[src/rtl/mem_stage.sv]
// Memory-access pipeline stage between EX and WB: performs LOAD/STORE on a req/gnt/rvalid
// data bus, aligns and extends load data, and passes all other instructions straight through.
module mem_stage #(
   parameter int BITSIZE = 32
) (
   input  logic               clk,
   input  logic               resetn_i,
   input  logic               EX_MEM_give_i,
   output logic               MEM_EX_get_o,
   input  logic [31:0]        EX_MEM_instruction_i,
   input  logic [BITSIZE-1:0] EX_MEM_pc_i,
   input  logic [BITSIZE-1:0] EX_MEM_result_i,
   input  logic [BITSIZE-1:0] EX_MEM_rs2_i,
   output logic               data_req_o,
   output logic               data_we_o,
   output logic [3:0]         data_be_o,
   output logic [BITSIZE-1:0] data_addr_o,
   output logic [BITSIZE-1:0] data_wdata_o,
   input  logic               data_gnt_i,
   input  logic               data_rvalid_i,
   input  logic [BITSIZE-1:0] data_rdata_i,
   output logic               MEM_WB_give_o,
   input  logic               WB_MEM_get_i,
   output logic [31:0]        MEM_WB_instruction_o,
   output logic [BITSIZE-1:0] MEM_WB_pc_o,
   output logic [BITSIZE-1:0] MEM_WB_result_o,
   output logic               misaligned_o
);

   localparam logic [6:0] OPC_LOAD  = 7'b0000011;
   localparam logic [6:0] OPC_STORE = 7'b0100011;

   typedef enum logic [1:0] {IDLE, REQ, WAIT_R, DONE} state_t;

   state_t               state_q, state_d;
   logic                 get_q, get_d;
   logic                 give_q, give_d;
   logic                 req_q, req_d;
   logic                 we_q, we_d;
   logic [3:0]           be_q, be_d;
   logic [BITSIZE-1:0]   addr_q, addr_d;
   logic [BITSIZE-1:0]   wdata_q, wdata_d;
   logic [31:0]          instr_q, instr_d;
   logic [BITSIZE-1:0]   pc_q, pc_d;
   logic [BITSIZE-1:0]   result_q, result_d;
   logic                 misaligned_q, misaligned_d;

   logic                 in_load, in_store, in_supported, in_aligned;
   logic [2:0]           in_f3;
   logic [1:0]           in_off;

   function automatic logic f3_supported(input logic is_load, input logic [2:0] f3);
      if (is_load) return (f3 == 3'b000) || (f3 == 3'b001) || (f3 == 3'b010) ||
                          (f3 == 3'b100) || (f3 == 3'b101);
      else         return (f3 == 3'b000) || (f3 == 3'b001) || (f3 == 3'b010);
   endfunction

   // Size lives in funct3[1:0] for both loads and stores.
   function automatic logic is_aligned(input logic [2:0] f3, input logic [1:0] off);
      case (f3[1:0])
         2'b00:   return 1'b1;
         2'b01:   return ~off[0];
         default: return off == 2'b00;
      endcase
   endfunction

   function automatic logic [3:0] byte_en(input logic [2:0] f3, input logic [1:0] off);
      case (f3[1:0])
         2'b00:   return 4'b0001 << off;
         2'b01:   return 4'b0011 << off;
         default: return 4'b1111;
      endcase
   endfunction

   function automatic logic [BITSIZE-1:0] store_data(input logic [2:0] f3,
                                                     input logic [BITSIZE-1:0] rs2);
      case (f3[1:0])
         2'b00:   return {4{rs2[7:0]}};
         2'b01:   return {2{rs2[15:0]}};
         default: return rs2;
      endcase
   endfunction

   function automatic logic [BITSIZE-1:0] load_align(input logic [2:0] f3, input logic [1:0] off,
                                                     input logic [BITSIZE-1:0] rdata);
      logic [7:0]  b;
      logic [15:0] h;
      case (off)
         2'b00:   b = rdata[7:0];
         2'b01:   b = rdata[15:8];
         2'b10:   b = rdata[23:16];
         default: b = rdata[31:24];
      endcase
      h = off[1] ? rdata[31:16] : rdata[15:0];
      case (f3)
         3'b000:  return {{24{b[7]}}, b};
         3'b100:  return {24'b0, b};
         3'b001:  return {{16{h[15]}}, h};
         3'b101:  return {16'b0, h};
         default: return rdata;
      endcase
   endfunction

   assign in_f3        = EX_MEM_instruction_i[14:12];
   assign in_off       = EX_MEM_result_i[1:0];
   assign in_load      = EX_MEM_instruction_i[6:0] == OPC_LOAD;
   assign in_store     = EX_MEM_instruction_i[6:0] == OPC_STORE;
   assign in_supported = (in_load || in_store) && f3_supported(in_load, in_f3);
   assign in_aligned   = is_aligned(in_f3, in_off);

   always_comb begin
      state_d      = state_q;
      get_d        = get_q;
      give_d       = give_q;
      req_d        = req_q;
      we_d         = we_q;
      be_d         = be_q;
      addr_d       = addr_q;
      wdata_d      = wdata_q;
      instr_d      = instr_q;
      pc_d         = pc_q;
      result_d     = result_q;
      misaligned_d = 1'b0;

      case (state_q)
         IDLE: begin
            get_d = 1'b1;
            if (get_q && EX_MEM_give_i) begin
               get_d    = 1'b0;
               instr_d  = EX_MEM_instruction_i;
               pc_d     = EX_MEM_pc_i;
               result_d = EX_MEM_result_i;
               if (in_supported && in_aligned) begin
                  state_d = REQ;
                  req_d   = 1'b1;
                  we_d    = in_store;
                  be_d    = byte_en(in_f3, in_off);
                  addr_d  = {EX_MEM_result_i[BITSIZE-1:2], 2'b00};
                  wdata_d = in_store ? store_data(in_f3, EX_MEM_rs2_i) : '0;
               end else if (in_supported) begin
                  state_d      = DONE;
                  give_d       = 1'b1;
                  result_d     = '0;
                  misaligned_d = 1'b1;
               end else begin
                  state_d = DONE;
                  give_d  = 1'b1;
               end
            end
         end
         REQ: begin
            if (data_gnt_i) begin
               req_d = 1'b0;
               if (we_q) begin
                  state_d = DONE;
                  give_d  = 1'b1;
               end else begin
                  state_d = WAIT_R;
               end
            end
         end
         WAIT_R: begin
            // result_q still holds the effective address, so its low bits select the lane.
            if (data_rvalid_i) begin
               result_d = load_align(instr_q[14:12], result_q[1:0], data_rdata_i);
               state_d  = DONE;
               give_d   = 1'b1;
            end
         end
         default: begin
            if (WB_MEM_get_i) begin
               state_d = IDLE;
               give_d  = 1'b0;
               get_d   = 1'b1;
            end
         end
      endcase
   end

   always_ff @(posedge clk or negedge resetn_i) begin
      if (!resetn_i) begin
         state_q      <= IDLE;
         get_q        <= 1'b0;
         give_q       <= 1'b0;
         req_q        <= 1'b0;
         we_q         <= 1'b0;
         be_q         <= '0;
         addr_q       <= '0;
         wdata_q      <= '0;
         instr_q      <= '0;
         pc_q         <= '0;
         result_q     <= '0;
         misaligned_q <= 1'b0;
      end else begin
         state_q      <= state_d;
         get_q        <= get_d;
         give_q       <= give_d;
         req_q        <= req_d;
         we_q         <= we_d;
         be_q         <= be_d;
         addr_q       <= addr_d;
         wdata_q      <= wdata_d;
         instr_q      <= instr_d;
         pc_q         <= pc_d;
         result_q     <= result_d;
         misaligned_q <= misaligned_d;
      end
   end

   assign MEM_EX_get_o         = get_q;
   assign data_req_o           = req_q;
   assign data_we_o            = we_q;
   assign data_be_o            = be_q;
   assign data_addr_o          = addr_q;
   assign data_wdata_o         = wdata_q;
   assign MEM_WB_give_o        = give_q;
   assign MEM_WB_instruction_o = instr_q;
   assign MEM_WB_pc_o          = pc_q;
   assign MEM_WB_result_o      = result_q;
   assign misaligned_o         = misaligned_q;

endmodule

[config.mk]
export PLATFORM = sky130hd
export DESIGN_NAME = mem_stage
export DESIGN_NICKNAME = d
export VERILOG_FILES = /design/src/rtl/mem_stage.sv
export SDC_FILE = /design/constraint.sdc
export NUM_CORES = 1
export LEC_CHECK = 0
export BUFFER_PORTS_ARGS = -buffer_cell sky130_fd_sc_hd__buf_4
export CORE_AREA = 2 2 140 142
export CTS_CLUSTER_SIZE = 16
export DETAILED_ROUTE_END_ITERATION = 8
export DIE_AREA = 0 0 142 144
export PLACE_DENSITY_LB_ADDON = 0.25
export SLEW_MARGIN = 20
export SYNTH_ARGS = -nofsm -noshare
export SYNTH_HDL_FRONTEND = slang
export SYNTH_SLANG_ARGS = --single-unit
[constraint.sdc]
create_clock -name clk -period 2 [get_ports clk]
set_clock_uncertainty 0.15 [all_clocks]
set_input_delay 0.4 -clock clk [delete_from_list [all_inputs] [get_ports clk]]
set_output_delay 0.4 -clock clk [all_outputs]
set_load 0.005 [all_outputs]
==> impl_metrics.py <==
metrics = {
    "timing": {
        "rsz0062_at_grt": "yes",
        "slew_headroom_pct": 66.0,
        "worst_slack_ns": 0.00722,
        "post-route-period-util_pct": 99.6,
        "slew_viol_final": 0,
        "hold_viol": 0,
        "period_minus_slack_ns": 1.99,
        "fmax_mhz": 502,
        "worstMarginPinSlew_ns": 0.510,
        "setup_viol": 0,
        "fin_hold_ws_ns": 0.0142,
    },
    "detailed_routing": {
        "vias_per_cell": 5.34,
        "num_vias": 7889,
        "drc_errors": 0,
        "drtIter0Drc": 469,
        "firstDrtPassIters": 7,
        "wl_per_cell_um": 18.5,
        "routed_wl_mm": 27.4,
        "antenna_left": 0,
    },
    "placed_design": {
        "dpl_cell_area_um2": 11300,
        "hpwl_mm": 19.7,
        "post-place-ws_ns": -0.208,
        "port_buffers": 332,
        "place_congestion": 0.876,
        "placed_cells": 1405,
    },
    "global_routing": {
        "antenna_found_initial": 0,
        "grt_start_max_net_pins": 71,
        "gr-total-overflow": 0,
        "grt_usage_pct": 26.0,
        "grt_pass1_vias": 7509,
        "grt_pass1_wl_mm": 41.2,
    },
    "worst_hold_path": {
        "min_delay_path_depth": 3,
        "hold_path.class": "in -> reg",
    },
    "synthesis": {
        "synthAdderAreaFrac_pct": 0.608,
        "synth_simple_gate_area_share_pct": 17.3,
        "synth_seq_cells": 169,
        "ys_types": 67,
        "synth_common_cells": "253 x nand2_1, 169 x dfrtp_1, 77 x o21ai_0, 32 x clkbuf_1, 26 x o31ai_1",
        "synth_top_area_share_pct": 51.4,
        "syn-cell-area_um2": 8230,
        "async_reset_ff_share_pct": 100,
        "synth_edf_count": 0,
        "synthTopCellsByArea": "dfrtp_1 51%, nand2_1 12%, o21ai_0 4.7%",
        "synth_warnings": 0,
        "syn_inst": 844,
        "avgSynthCellArea_um2": 9.75,
        "synth.most_common_cell": "nand2_1",
        "synth_top_cell_by_area": "dfrtp_1",
        "synth-xor-area-share_pct": 0.106,
        "synth_ff_type": "dfrtp_1",
        "synth_compound_area_share_pct": 16.3,
        "synthMuxAreaShare_pct": 9.60,
        "synth_top_family_by_area": "simple AND/OR/NAND/NOR gates",
        "ys_seq_area_share_pct": 51.4,
    },
    "clocking": {
        "h-tree-depth": 4,
        "clk_latency_ns": 0.43,
        "root_buffer": "clkbuf_16",
        "cts_tree": "yes",
        "clock-sinks": 169,
        "clkTransAtPathRegs_ns": 0.07,
        "numCtsBuffers": 17,
        "cts_buffer_depth": 2,
    },
    "die": {
        "start_util_pct": 43.1,
        "io_pins": 335,
        "die_y_um": 144,
        "die_area_um2": 20400,
        "core_um2": 19100,
        "rows": 51,
        "die_w_um": 142,
    },
    "final_layout": {
        "fin_cells": 1477,
        "final_cell_area_um2": 12400,
        "synthToLayoutAreaGrowth_pct": 50.3,
        "fill_cells": 1560,
        "multi_input_area_um2": 3750,
        "area.sequential_um2": 4230,
        "drive_gt1_share_pct": 40.0,
        "antenna-diode-count": 0,
        "layout.nets": 1396,
    },
    "power_and_ir_drop": {
        "leakagePower_uw": 0.00632,
        "total_power_uw": 15300,
        "power.density_nw_per_um2": 1240,
        "peakVddDrop_mv": 0.797,
    },
    "worst_setup_path": {
        "r2r-end": "MEM_WB_result_o[15]",
        "critPathArrivalTime_ns": 2.14,
        "timing.critical_path.fanout_max": 3,
        "critical_path_class": "reg -> reg",
        "worstPathRequired_ns": 2.15,
        "r2r_cells": 4,
        "r2r_setup_slack_ns": 0.007,
        "cp-endpoint": "MEM_WB_result_o[15]",
        "start_kind": "flip-flop",
        "worstReg2RegStart": "MEM_WB_result_o[1]",
        "end_kind": "flip-flop",
        "crit_start": "MEM_WB_result_o[1]",
    },
    "run": {
        "cap_violations": 0,
    },
    "status": {
        "status": "finished clean",
    },
}
==> where the power goes <==
part / internal (uW) / switching [uW]
logic: 3540 / 3480
clock network: 1670 / 1560
registers: 4440 / 644
total: 9650 / 5680
==> cells in the final DEF, fill, tap and decap left out, types with 5 or more instances in the layout <==
cell and count:
a21boi_0 9, a21oi_1 13, a22o_1 17, a22oi_1 15, buf_12 11, buf_4 374
clkbuf_16 17, dfrtp_1 169, dlygate4sd3_1 37, inv_1 16, inv_8 5, mux2_1 5
mux2_2 23, mux2_4 21, mux2i_1 14, nand2_1 253, nor2_1 11, nor2b_1 10
o21ai_0 76, o221ai_1 11, o31ai_1 26, or3_1 7
==> through the flow <==
stage / utilization, % / TNS [ns]
after floorplan: - / -0.0392
final: 64.8 / 0
after global routing: 64.8 / -0.170
after global placement: 59.1 / -12.92
after detailed placement: 59.1 / -13.60
after CTS: 64.3 / -0.00517
==> worst min path at each step <==
stage	startpoint	endpoint
4_1_cts	EX_MEM_instruction_i[20]	MEM_WB_instruction_o[20]
6_report	EX_MEM_instruction_i[1]	MEM_WB_instruction_o[1]
3_3_place_gp	resetn_i	data_addr_o[31]
3_5_place_dp	resetn_i	data_addr_o[31]
2_1_floorplan	resetn_i	MEM_EX_get_o
5_1_grt	EX_MEM_pc_i[9]	MEM_WB_pc_o[9]
==> routing by layer <==
metal / track usage [%] / up-vias / wire length, um
li1: - / 3686 / -
met1: 34.7 / 3840 / 11300
met2: 41.0 / 323 / 13100
met3: 7.52 / 40 / 2270
met4: 8.53 / 0 / 704
met5: 0 / - / 0
==> flip-flops by register name (all words and copies together), names as in the netlist <==
signal and count:
MEM_EX_get_o 1, MEM_WB_give_o 1, MEM_WB_instruction_o 32, MEM_WB_pc_o 32, MEM_WB_result_o 32, data_addr_o 30, data_be_o 4, data_req_o 1
data_wdata_o 32, data_we_o 1, misaligned_o 1, state_q 2
==> worst max-delay path: stages (launching register included) <==
cell and delay, ns:
dfrtp_1 0.42, mux4_2 0.56, nor3b_4 0.18, a2111oi_1 0.43
o2bb2ai_1 0.13
==> final cells by class <==
type                            count  area share, %
Clock buffer                       18           3.47
Clock inverter                     14           1.25
Inverter                           19          0.597
Multi-Input combinational cell    594           30.3
Sequential cell                   169           34.2
Tap cell                          238           2.41
Timing Repair Buffer              425           27.8
==> timing repair <==
action                                  4_1_cts  5_1_grt
hold buffers                                 37        0
gates cloned                                  1        0
endpoints found under the setup margin       31       68
hold endpoints to repair                     72        0
resized for setup                             8       15
pin swaps                                     1        7
buffers inserted                              0        2
==> kinds of logic after synthesis <==
kind of cell / Yosys count
simple gates: 324
compound gates: 198
flops: 169
buf+inv: 83
mux: 64
fa+ha+maj: 4
other cells: 1
xor+xnor: 1
No activity file was read; power rests on OpenSTA's default activity.
